--- src/rtl/spi_pkg.sv ---
// Shared definitions for the SPI mode-0 responder.
//   DATA_W_DEF      : default bits per SPI frame
//   SYNC_STAGES_DEF : default synchroniser depth for the asynchronous SPI inputs
//   IDLE_TX_DEF     : default byte shifted out when no tx byte is pending
//   state_t         : responder FSM encoding
package spi_pkg;

    localparam int         DATA_W_DEF      = 8;
    localparam int         SYNC_STAGES_DEF = 2;
    localparam logic [7:0] IDLE_TX_DEF     = 8'h00;

    typedef enum logic [0:0] {
        ST_IDLE  = 1'b0,
        ST_SHIFT = 1'b1
    } state_t;

endpackage

--- src/rtl/spi_edge_sync.sv ---
// Synchroniser for one asynchronous SPI input plus edge detection.
//   clk   in  system clock
//   reset in  asynchronous active-low reset; chain presets to RESET_VAL
//   din   in  asynchronous input
//   sync  out synchronised level (last chain stage)
//   rise  out one-clk pulse when the synchronised level goes 0 -> 1
//   fall  out one-clk pulse when the synchronised level goes 1 -> 0
module spi_edge_sync
    import spi_pkg::*;
#(
    parameter int   SYNC_STAGES = SYNC_STAGES_DEF,
    parameter logic RESET_VAL   = 1'b0
) (
    input  logic clk,
    input  logic reset,
    input  logic din,
    output logic sync,
    output logic rise,
    output logic fall
);

    logic [SYNC_STAGES-1:0] chain_r;
    logic                   dly_r;

    // synchroniser chain plus one extra stage holding the previous synchronised level
    always_ff @(posedge clk or negedge reset) begin
        if (!reset) begin
            chain_r <= {SYNC_STAGES{RESET_VAL}};
            dly_r   <= RESET_VAL;
        end else begin
            chain_r <= {chain_r[SYNC_STAGES-2:0], din};
            dly_r   <= chain_r[SYNC_STAGES-1];
        end
    end

    assign sync = chain_r[SYNC_STAGES-1];
    assign rise = chain_r[SYNC_STAGES-1] & ~dly_r;
    assign fall = ~chain_r[SYNC_STAGES-1] & dly_r;

endmodule

--- src/rtl/spi_slave_rx.sv ---
// SPI mode-0 responder (CPOL=0, CPHA=0, MSB first), oversampled on clk.
//   clk, reset          system clock, asynchronous active-low reset
//   sclk, mosi, sce, dc SPI bus from the master (asynchronous to clk)
//   miso                serial data back to the master
//   tx_data, tx_load    byte for the next frame and its write strobe
//   tx_ready            tx buffer empty
//   rx_data, rx_dc      last received byte and its dc tag
//   rx_valid, rx_ack    rx holding register full / consumer acknowledge
//   overrun             sticky: unacknowledged byte was overwritten
//   frame_err           one-clk pulse: sce rose in the middle of a byte
module spi_slave_rx
    import spi_pkg::*;
#(
    parameter int              DATA_W      = DATA_W_DEF,
    parameter int              SYNC_STAGES = SYNC_STAGES_DEF,
    parameter logic [DATA_W-1:0] IDLE_TX   = DATA_W'(IDLE_TX_DEF)
) (
    input  logic              clk,
    input  logic              reset,
    input  logic              sclk,
    input  logic              mosi,
    input  logic              sce,
    input  logic              dc,
    output logic              miso,
    input  logic [DATA_W-1:0] tx_data,
    input  logic              tx_load,
    output logic              tx_ready,
    output logic [DATA_W-1:0] rx_data,
    output logic              rx_dc,
    output logic              rx_valid,
    input  logic              rx_ack,
    output logic              overrun,
    output logic              frame_err
);

    localparam int               CNT_W    = $clog2(DATA_W);
    localparam logic [CNT_W-1:0] CNT_ZERO = {CNT_W{1'b0}};
    localparam logic [CNT_W-1:0] CNT_ONE  = CNT_W'(1);
    localparam logic [CNT_W-1:0] LAST_BIT = CNT_W'(DATA_W - 1);

    logic sclk_rise_s, sclk_fall_s, mosi_s, dc_s, sce_rise_s, sce_fall_s;
    logic unused_sclk_lvl_s, unused_sce_lvl_s;
    logic unused_mosi_rise_s, unused_mosi_fall_s, unused_dc_rise_s, unused_dc_fall_s;

    spi_edge_sync #(.SYNC_STAGES(SYNC_STAGES), .RESET_VAL(1'b0)) u_sync_sclk (
        .clk(clk), .reset(reset), .din(sclk),
        .sync(unused_sclk_lvl_s), .rise(sclk_rise_s), .fall(sclk_fall_s)
    );
    spi_edge_sync #(.SYNC_STAGES(SYNC_STAGES), .RESET_VAL(1'b0)) u_sync_mosi (
        .clk(clk), .reset(reset), .din(mosi),
        .sync(mosi_s), .rise(unused_mosi_rise_s), .fall(unused_mosi_fall_s)
    );
    spi_edge_sync #(.SYNC_STAGES(SYNC_STAGES), .RESET_VAL(1'b1)) u_sync_sce (
        .clk(clk), .reset(reset), .din(sce),
        .sync(unused_sce_lvl_s), .rise(sce_rise_s), .fall(sce_fall_s)
    );
    spi_edge_sync #(.SYNC_STAGES(SYNC_STAGES), .RESET_VAL(1'b0)) u_sync_dc (
        .clk(clk), .reset(reset), .din(dc),
        .sync(dc_s), .rise(unused_dc_rise_s), .fall(unused_dc_fall_s)
    );

    state_t              state_r, state_nxt_s;
    logic [CNT_W-1:0]    bit_cnt_r, bit_cnt_nxt_s;
    logic [DATA_W-1:0]   shift_rx_r, shift_rx_nxt_s;
    logic [DATA_W-1:0]   shift_tx_r, shift_tx_nxt_s;
    logic [DATA_W-1:0]   tx_buf_r, tx_buf_nxt_s;
    logic [DATA_W-1:0]   rx_data_r, rx_data_nxt_s;
    logic                miso_r, miso_nxt_s;
    logic                tx_ready_r, tx_ready_nxt_s;
    logic                rx_dc_r, rx_dc_nxt_s;
    logic                rx_valid_r, rx_valid_nxt_s;
    logic                overrun_r, overrun_nxt_s;
    logic                frame_err_r, frame_err_nxt_s;
    logic                tx_take_s, byte_done_s;
    logic [DATA_W-1:0]   pending_s, rx_byte_s;

    // next-state logic: FSM, bit counter, shift registers, tx buffer and rx handshake
    always_comb begin
        state_nxt_s     = state_r;
        bit_cnt_nxt_s   = bit_cnt_r;
        shift_rx_nxt_s  = shift_rx_r;
        shift_tx_nxt_s  = shift_tx_r;
        tx_buf_nxt_s    = tx_buf_r;
        rx_data_nxt_s   = rx_data_r;
        miso_nxt_s      = miso_r;
        tx_ready_nxt_s  = tx_ready_r;
        rx_dc_nxt_s     = rx_dc_r;
        rx_valid_nxt_s  = rx_valid_r;
        overrun_nxt_s   = overrun_r;
        frame_err_nxt_s = 1'b0;
        byte_done_s     = 1'b0;
        rx_byte_s       = {shift_rx_r[DATA_W-2:0], mosi_s};
        tx_take_s       = tx_load & tx_ready_r;

        // a load in the same cycle as a reload goes straight into the shifter
        if (tx_take_s) begin
            pending_s = tx_data;
        end else if (!tx_ready_r) begin
            pending_s = tx_buf_r;
        end else begin
            pending_s = IDLE_TX;
        end

        if (tx_take_s) begin
            tx_buf_nxt_s   = tx_data;
            tx_ready_nxt_s = 1'b0;
        end else begin
            tx_buf_nxt_s   = tx_buf_r;
        end

        case (state_r)
            ST_IDLE: begin
                miso_nxt_s = 1'b0;
                if (sce_fall_s) begin
                    state_nxt_s    = ST_SHIFT;
                    bit_cnt_nxt_s  = CNT_ZERO;
                    shift_tx_nxt_s = pending_s;
                    tx_ready_nxt_s = 1'b1;
                    miso_nxt_s     = pending_s[DATA_W-1];
                end else begin
                    state_nxt_s    = ST_IDLE;
                end
            end
            ST_SHIFT: begin
                if (sce_rise_s) begin
                    state_nxt_s     = ST_IDLE;
                    miso_nxt_s      = 1'b0;
                    bit_cnt_nxt_s   = CNT_ZERO;
                    frame_err_nxt_s = (bit_cnt_r != CNT_ZERO);
                end else if (sclk_rise_s) begin
                    shift_rx_nxt_s = rx_byte_s;
                    if (bit_cnt_r == LAST_BIT) begin
                        byte_done_s    = 1'b1;
                        bit_cnt_nxt_s  = CNT_ZERO;
                        shift_tx_nxt_s = pending_s;
                        tx_ready_nxt_s = 1'b1;
                    end else begin
                        bit_cnt_nxt_s  = bit_cnt_r + CNT_ONE;
                    end
                end else if (sclk_fall_s) begin
                    // after a byte boundary the freshly reloaded MSB is presented unshifted
                    if (bit_cnt_r == CNT_ZERO) begin
                        miso_nxt_s     = shift_tx_r[DATA_W-1];
                    end else begin
                        shift_tx_nxt_s = {shift_tx_r[DATA_W-2:0], 1'b0};
                        miso_nxt_s     = shift_tx_r[DATA_W-2];
                    end
                end else begin
                    state_nxt_s = ST_SHIFT;
                end
            end
            default: begin
                state_nxt_s = ST_IDLE;
                miso_nxt_s  = 1'b0;
            end
        endcase

        // a new byte wins over a simultaneous acknowledge
        if (byte_done_s) begin
            rx_data_nxt_s  = rx_byte_s;
            rx_dc_nxt_s    = dc_s;
            rx_valid_nxt_s = 1'b1;
            overrun_nxt_s  = overrun_r | (rx_valid_r & ~rx_ack);
        end else if (rx_ack) begin
            rx_valid_nxt_s = 1'b0;
            overrun_nxt_s  = 1'b0;
        end else begin
            rx_valid_nxt_s = rx_valid_r;
        end
    end

    // state and output registers
    always_ff @(posedge clk or negedge reset) begin
        if (!reset) begin
            state_r     <= ST_IDLE;
            bit_cnt_r   <= CNT_ZERO;
            shift_rx_r  <= {DATA_W{1'b0}};
            shift_tx_r  <= {DATA_W{1'b0}};
            tx_buf_r    <= {DATA_W{1'b0}};
            rx_data_r   <= {DATA_W{1'b0}};
            miso_r      <= 1'b0;
            tx_ready_r  <= 1'b1;
            rx_dc_r     <= 1'b0;
            rx_valid_r  <= 1'b0;
            overrun_r   <= 1'b0;
            frame_err_r <= 1'b0;
        end else begin
            state_r     <= state_nxt_s;
            bit_cnt_r   <= bit_cnt_nxt_s;
            shift_rx_r  <= shift_rx_nxt_s;
            shift_tx_r  <= shift_tx_nxt_s;
            tx_buf_r    <= tx_buf_nxt_s;
            rx_data_r   <= rx_data_nxt_s;
            miso_r      <= miso_nxt_s;
            tx_ready_r  <= tx_ready_nxt_s;
            rx_dc_r     <= rx_dc_nxt_s;
            rx_valid_r  <= rx_valid_nxt_s;
            overrun_r   <= overrun_nxt_s;
            frame_err_r <= frame_err_nxt_s;
        end
    end

    assign miso      = miso_r;
    assign tx_ready  = tx_ready_r;
    assign rx_data   = rx_data_r;
    assign rx_dc     = rx_dc_r;
    assign rx_valid  = rx_valid_r;
    assign overrun   = overrun_r;
    assign frame_err = frame_err_r;

endmodule

--- config.mk ---
export PLATFORM = sky130hd
export DESIGN_NAME = spi_slave_rx
export DESIGN_NICKNAME = d
export VERILOG_FILES = /design/src/rtl/spi_pkg.sv /design/src/rtl/spi_edge_sync.sv /design/src/rtl/spi_slave_rx.sv
export SDC_FILE = /design/constraint.sdc
export NUM_CORES = 1
export LEC_CHECK = 0
export BUFFER_PORTS_ARGS = -buffer_cell sky130_fd_sc_hd__buf_2
export CORE_MARGIN = 2
export CORE_UTILIZATION = 56
export CTS_CLUSTER_SIZE = 24
export DETAILED_ROUTE_END_ITERATION = 6
export GPL_TIMING_DRIVEN = 0
export PLACE_DENSITY = 0.76
export REMOVE_ABC_BUFFERS = 1
export SYNTH_ARGS = -nofsm -noshare
export SYNTH_HDL_FRONTEND = slang
export SYNTH_SLANG_ARGS = --single-unit
--- constraint.sdc ---
create_clock -name clk -period 2.25 [get_ports clk]
set_input_delay 0 -clock clk [delete_from_list [all_inputs] [get_ports clk]]
set_output_delay 0 -clock clk [all_outputs]
set_load 0.05 [all_outputs]
### Word-level counts from Yosys, hierarchy flattened

Cells that the tools add are included.

| word-level totals | value |
|---|---|
| bits in registers | 51 |
| latch bits | 0 |
| RAM bits | 0 |
| ROM bits | 0 |
| input bits | 16 |
| output and inout port bits | 14 |
| logic and storage cells | 87 |
| memories | 0 |

| operators by class | value |
|---|---|
| $add $sub $neg | 1 |
| multiply operators | 0 |
| div/mod/pow operators | 0 |
| magnitude comparators | 0 |
| equality and inequality tests | 9 |
| shift operators | 0 |
| mux-type cells | 38 |
| bitwise gates (word level) | 14 |
| reduce and logical (&&, ||, !) cells | 7 |

Operators with widths:

| operator | number |
|---|---|
| 8-bit two-way mux | 8 |
| 1-bit two-way mux | 21 |
| 8-bit case mux with 2 select lines | 1 |
| 3-bit inequality test, second input constant | 5 |
| 3-bit two-way mux | 4 |
| 1-bit inverter | 7 |
| 1-bit bitwise AND | 6 |
| 1-bit case mux with 2 select lines | 3 |
| 3-bit case mux with 2 select lines | 1 |
| 5-bit AND reduction | 1 |
| 2-bit inequality test, second input constant | 2 |
| 2-bit AND reduction | 2 |
| 3-bit by 1-bit adder with 3-bit output, second input constant | 1 |
| 3-bit == test, second input constant | 1 |
| 3-bit zero test | 1 |
| 3-bit by 2-bit inequality test with 1-bit output, second input constant | 1 |
| 3-bit AND reduction | 1 |
| 3-bit nonzero test | 1 |
| 2-bit nonzero test | 1 |
| 1-bit OR | 1 |

### Depth between registers and ports, before layout

Gate-level depths: netlist (run 1).

| depth | value |
|---|---|
| depth after elaboration | 6 |
| gate-level depth with buffers | 8 |
| gate-level depth less buffers | 6 |

### By module

From an unflattened synthesis (run 1), not the netlist that was laid out.

| unflattened totals | value |
|---|---|
| cell total of the unflattened synthesis | 184 |
| area, all modules | 2190.9 um^2 |

By module, submodules not included:

| module | times used | cells an instance | area an instance (um^2) | seq. area each (um^2) |
|---|---|---|---|---|
| spi_slave_rx | 1 | 164 | 1826.8 | 1027.2 |
| spi_edge_sync at u_sync_dc ... | 3 | 5 | 90.1 | 75.1 |
| spi_edge_sync at u_sync_sce | 1 | 5 | 93.8 | 78.8 |

### Worst setup path before layout (run 1)

No wires, ideal clock.

| timing | value |
|---|---|
| path type | register to register |
| start point | reg bit_cnt_r[0] |
| end point | reg shift_tx_r[0] |
| setup time | 0.125 ns |
| arrival | 1.666 ns |
| required time | 2.125 ns |
| setup slack | 0.459 ns |
| stages on the path, launching flop included | 7 |
| buffers on the path | 0 |
| clock period less this slack | 1.791 ns |
| path through | dfrtp_1 ha_1 ha_1 nand2b_1 and3_4 o21ai_4 mux2_2 |

| on the way | value |
|---|---|
| longest elaborated chain between the ends | 3 |
| elaborated cells on any way between the ends | 5 |
| those cells by class | eq/ne (3); reduce/logical (2) |

Ends and longest elaborated chain:

| what | RTL line | RTL |
|---|---|---|
| from (decl) | spi_slave_rx.sv:63 | `logic [CNT_W-1:0] bit_cnt_r, bit_cnt_nxt_s;` |
| from (signal assigned) | spi_slave_rx.sv:189 | `bit_cnt_r <= bit_cnt_nxt_s;` |
| 3-bit == test or 3-bit zero test (tied branches) | spi_slave_rx.sv:132, spi_slave_rx.sv:142 |  |
| 3-bit by 2-bit inequality test with 1-bit output (no source line) or 3-bit inequality test (tied branches) | n/a |  |
| 5-bit AND reduction (no source line) * | n/a |  |
| to (signal assigned) | spi_slave_rx.sv:178 | `shift_tx_r <= {DATA_W{1'b0}};` |
| to (signal assigned) | spi_slave_rx.sv:191 | `shift_tx_r <= shift_tx_nxt_s;` |
| to (decl) | spi_slave_rx.sv:65 | `logic [DATA_W-1:0] shift_tx_r, shift_tx_nxt_s;` |

Every way passes the cells marked *; elsewhere a longest branch is shown, timed or not.
A chain may end at the register's enable or synchronous reset.

### Worst setup path in the final report (run 1)

| timing | value |
|---|---|
| start point | reg bit_cnt_r[0] |
| end point | reg shift_tx_r[7] |

Same word-level chain as after synthesis.

==> flow_summary.yaml, run 1 <==
route:
  wl_per_cell_um: 14.6
  routed-wl-met3_um: 163
  drt-met1-wl_um: 1830
  num_vias: 1524
  top_layer_used: "met4"
  ant_nets: 0
  first_pass_iters: 4
  viasPerCell: 5.44
  wl_um: 4080
  drtIter0Drc: 81
  route.met2.wl_um: 2040
  drc: 0
synthesis:
  synth_top_area_cell: "dfrtp_1"
  synth_common_cells: "dfrtp_1 (47), nand2_1 (29), mux2_2 (24), nand2b_1 (12), inv_1 (10)"
  synth_area_per_cell_um2: 11.6
  syn_area_um2: 2180
  synth.most_common_cell: "dfrtp_1"
  ys_ff_latch: 51
  synth_top_area_frac: 0.538
  synth_cell_type_count: 29
  synthArstFlopShare: 1.00
  syn_inst: 188
  synth_top_flop_cell: "dfrtp_1"
  synth_area_leaders: "dfrtp_1 (54%), mux2_2 (12%), nand2_1 (5.0%), dfstp_2 (4.8%), ha_1 (4.0%)"
  synth_warnings: 0
  yosysSeqAreaShare: 0.586
  synth_edf_count: 0
cells_and_area:
  syn2layout_area_growth_pct: 19.7
  utilization: 0.704
  diodes: 0
  layout-drive-gt1-share: 0.297
  post-route-cell-area_um2: 2620
  fill_cells: 276
  fin_cells: 280
  fin_nets: 254
clock_network:
  cts_tree: "built"
  insertion_delay_ns: 0.30
  cts.sinks: 51
  cts-root-buf: "clkbuf_8"
  cts_inserted_buffers: 5
  cts_max_level: 2
  postCtsSetupRepairBufs: 0
  clock_path_buffers: 2
  cts.clk_slew.worst_paths_ns: 0.09
sta:
  fin_setup_tns_ns: 0
  slew-limit-headroom: 0.283
  setup_violations: 0
  clock.fmax_mhz: 511
  slew_viol_final: 0
  hold_violations: 0
  rsz0062_at_grt: "no"
  tightestPinTransition_ns: 1.08
  setup_ws_ns: 0.293
  fin_skew_ns: 0.00648
  layout_min_cycle_time_ns: 1.96
  hold_ws_ns: 0.0794
  period_share: 0.870
critical_path:
  crit_fanout: 8
  regToRegStartpoint: "bit_cnt_r[0]"
  rrSetupSlack_ns: 0.29
  cp.arrival_ns: 2.15
  crit_required_ns: 2.44
  reg2reg_to: "shift_tx_r[7]"
  endpoint_kind: "register"
  crit_type: "register to register"
  ff2ff_path_depth: 6
  cp-start-kind: "register"
worst_hold_path:
  min_path_cells: 3
  holdCritStartpoint: "tx_load"
  hold_class: "input port to register"
  min_to: "tx_ready"
global_route:
  gr-total-overflow: 0
  grt_max_degree: 52
  antenna_found_initial: 0
  grt_pass1_wl_um: 6990
  grt_pass1_vias: 1644
  grt.total_usage: 0.212
floorplan:
  initial_core_util: 0.588
  die_h_um: 66.5
  io_pins: 30
  die_w_um: 66.5
  rows: 22
  core_um2: 3720
  dieArea_um2: 4420
placement:
  place.gp.congestion: 0.795
  place_hpwl_um: 2790
  placed_area_um2: 2360
  io_buffer_count: 29
  placedCellCount: 258
  pre_cts_ws_ns: 0.260
flow_run:
  cap_violations: 0
power:
  total_power_mw: 2.37
  p_leak_nw: 1.31
  p_per_area_nw_per_um2: 907
  ir_worst_vdd_mv: 0.523
outcome:
  status: "complete, no violations"
==> flip-flops by register name (all words and copies together) (netlist names) <==
name	cells
frame_err	1
rx_dc	1
u_sync_sclk.chain_r	2
u_sync_sclk.dly_r	1
rx_valid	1
miso	1
overrun	1
shift_tx_r	8
tx_ready	1
shift_rx_r	7
u_sync_sce.chain_r	2
bit_cnt_r	3
state_r	1
u_sync_dc.chain_r	2
tx_buf_r	8
u_sync_mosi.chain_r	2
rx_data	8
u_sync_sce.dly_r	1
==> placed cells by master, fill, tap and decap left out, types with 2 or more instances in the layout <==
cell type,Yosys,routed
mux2_2,24,24
nand2b_1,12,12
and2_1,2,2
a21oi_1,9,9
dfrtp_1,47,47
nand2_1,29,29
clkbuf_8,0,6
nor2b_1,3,3
dlygate4sd3_1,0,14
o21ai_0,3,3
a31oi_1,6,6
ha_1,7,7
nor3_1,3,3
inv_1,10,10
nor2_1,9,9
buf_2,5,29
dfstp_2,4,4
==> worst max-delay path: stages, from the launching register on <==
cell and delay, ns:
dfrtp_1 0.42, ha_1 0.23, ha_1 0.20, nand2b_1 0.14
and3_4 0.19, o21ai_4 0.28, mux2_2 0.38
==> how the worst max path moves through the flow <==
| stage | start | end | slack, ns | cells after the start |
|---|---|---|---|---|
| 6_report | bit_cnt_r[0] | shift_tx_r[7] | 0.29 | 6 |
| 5_1_grt | u_sync_sclk.dly_r | overrun | 0.09 | 5 |
| 4_1_cts | u_sync_sclk.dly_r | overrun | 0.24 | 5 |
| 3_5_place_dp | u_sync_sclk.dly_r | overrun | 0.26 | 5 |
| 3_3_place_gp | bit_cnt_r[0] | shift_tx_r[1] | 0.34 | 6 |
| 2_1_floorplan | bit_cnt_r[0] | shift_tx_r[0] | 0.45 | 6 |
==> cells by family after synthesis <==
kind of cell	count (synthesis)	share of synthesized area
fa+ha+maj	7	0.0401
buf+inv	17	0.0321
mux	25	0.128
simple gates	62	0.135
compound gates	26	0.0779
flops	51	0.586
==> cell type report <==
cell class	count	area [um2]	share of cell area
clock buffer	6	82.6	0.0316
clock inverter	2	35.0	0.0134
inverter	10	37.5	0.0144
tap	48	60.1	0.0230
sequential	51	1280	0.490
multi-input combinational	120	833	0.319
timing repair buffer	43	285	0.109
==> metal layers <==
metal,global-route usage,vias to the layer above
met4,0.0791,0
met2,0.373,39
met3,0.0473,6
met1,0.253,766
met5,0,-
li1,-,713
==> timing repair <==
action                                 CTS  global route
resized for setup                        0             0
hold buffers                            14             0
endpoints found under the hold margin   61             0
==> where the power goes <==
part | total (mW) | switching (mW) | internal (mW)
registers | 1.25 | 0.135 | 1.11
clock network | 0.642 | 0.282 | 0.360
logic | 0.484 | 0.243 | 0.241
Note: power is estimated with default switching activity, not from simulation.
==> run 2, diff against run 1 <==
==> constraint.sdc (replaced) <==
create_clock -name clk -period 2.25 [get_ports clk]
set_input_delay 0.1125 -clock clk [delete_from_list [all_inputs] [get_ports clk]]
set_output_delay 0.1125 -clock clk [all_outputs]
set_load 0.05 [all_outputs]
==> run 2 against run 1 <==
Effect of this change:
- highest routed layer unchanged
- largest power group unchanged
- global-route usage shrank 0.26 points
- critical path type unchanged
- total power shrank 0.51%
- cell count shrank 3.2%
==> flow_summary.yaml, run 2 (synthesized netlist as in run 1, its figures left out) <==
outcome:
  status: "complete, no violations"
critical_path:
  ff2ff_path_depth: 6
  crit_fanout: 8
  crit_type: "register to register"
  crit_required_ns: 2.44
  reg2reg_to: "shift_tx_r[7]"
  endpoint_kind: "register"
  cp.arrival_ns: 2.15
  crit_start: "bit_cnt_r[0]"
  rrSetupSlack_ns: 0.29
  endpoint: "shift_tx_r[7]"
  cp-start-kind: "register"
  regToRegStartpoint: "bit_cnt_r[0]"
cells_and_area:
  layout-drive-gt1-share: 0.309
  multi_input_area_um2: 833
  seqCellArea_um2: 1280
  fill_cells: 286
  fin_cells: 271
  syn2layout_area_growth_pct: 15.6
  fin_nets: 245
  diodes: 0
  final_common_cell: "dfrtp_1"
  final_cell_mix: "dfrtp_1 (47), nand2_1 (29), buf_2 (29)"
power:
  total_power_mw: 2.36
  share_comb_of_total_power: 0.200
  p_per_area_nw_per_um2: 935
  power_switching_mw: 0.658
  seqPwrFrac: 0.528
  p_clk_frac: 0.272
  p_leak_nw: 1.27
  power.internal_mw: 1.70
  ir_worst_vdd_mv: 0.523
  swShare: 0.279
sta:
  rsz0062_at_grt: "no"
  setup_violations: 0
  period_share: 0.869
  slew_viol_final: 0
  fin_skew_ns: 0.00662
  fin_setup_tns_ns: 0
  layout_min_cycle_time_ns: 1.96
  clock.fmax_mhz: 511
  setup_ws_ns: 0.294
  slew-limit-headroom: 0.284
  tightestPinTransition_ns: 1.07
  hold_violations: 0
global_route:
  grt_pass1_wl_um: 6890
  antenna_found_initial: 0
  gr-total-overflow: 0
  grt_max_degree: 52
  grt.total_usage: 0.209
  grt_pass1_vias: 1607
route:
  first_pass_iters: 4
  ant_nets: 0
  num_vias: 1504
  drc: 0
  viasPerCell: 5.55
  wl_um: 4040
  wl_per_cell_um: 14.9
  drtIter0Drc: 79
clock_network:
  cts.clk_slew.worst_paths_ns: 0.09
  clock_path_buffers: 2
  cts_inserted_buffers: 5
  cts-root-buf: "clkbuf_8"
  insertion_delay_ns: 0.30
  cts_tree: "built"
  cts_max_level: 2
  cts.sinks: 51
flow_run:
  cap_violations: 0
worst_hold_path:
  hold_class: "input port to asynchronous set/reset pin"
placement:
  placedCellCount: 258
  place_hpwl_um: 2790
  pre_cts_ws_ns: 0.260
  place.gp.congestion: 0.795
  io_buffer_count: 29
floorplan:
  dieArea_um2: 4420
  die_w_um: 66.5
  io_pins: 30
  core_um2: 3720
  rows: 22
  die_h_um: 66.5
  initial_core_util: 0.588
==> run 2: cell types whose count changed in the layout (fill, tap and decap cells not counted), sizes merged <==
cell and delta:
dlygate4sd3 -9
==> run 2: area by class of cell <==
type | instances | share of cell area
well taps | 48 | 0.0238
clock buffers | 6 | 0.0327
inverters | 10 | 0.0149
flip-flops and latches | 51 | 0.507
repair buffers | 34 | 0.0773
clock inverters | 2 | 0.0139
multi-input cells | 120 | 0.330
==> run 2: power by group through the flow <==
stage / Combinational (mW) / Sequential, mW / Clock, mW
4_1_cts: 0.476 / 1.24 / 0.658
5_1_grt: 0.524 / 1.27 / 0.695
2_1_floorplan: 0.315 / 1.26 / 0
3_5_place_dp: 0.464 / 1.26 / 0
6_report: 0.471 / 1.25 / 0.642
3_3_place_gp: 0.434 / 1.24 / 0
==> run 2: per-layer routing <==
layer / global-route usage / part of all wire
met1: 0.251 / 0.43
met3: 0.0473 / 0.049
met4: 0.0791 / 0.010
met5: 0 / 0
met2: 0.366 / 0.51
==> run 2: worst min-delay path by stage <==
| stage | to | slack [ns] | cells past startpoint |
|---|---|---|---|
| floorplan | bit_cnt_r[0] | -0.18 | 0 |
| global placement | u_sync_sce.chain_r[0] | 0.22 | 1 |
| detailed placement | u_sync_sce.chain_r[0] | 0.22 | 1 |
| CTS | tx_buf_r[7] | 0.02 | 3 |
| global route | tx_buf_r[1] | 0.04 | 3 |
| finish | u_sync_sclk.chain_r[0] | 0.005 | 1 |
==> run 2: timing repair <==
action | CTS | global route
endpoints found under the hold margin | 5 | 0
gates resized for setup | 0 | 0
hold buffers | 5 | 0
buffers inserted | 0 | 0
==> run 2: critical path, cell delays in order, from the launching register on <==
cell	delay (ns)
dfrtp_1	0.43
ha_1	0.23
ha_1	0.20
nand2b_1	0.14
and3_4	0.19
o21ai_4	0.27
mux2_2	0.38
==> run 2: per-stage QoR <==
step	utilization	area, um2	hold slack, ns
6_report	0.679	2520	0.00543
5_1_grt	0.679	2520	0.0352
4_1_cts	0.679	2520	0.0249
3_5_place_dp	0.634	2360	0.220
3_3_place_gp	0.634	2360	0.217
2_1_floorplan	-	2150	-0.183
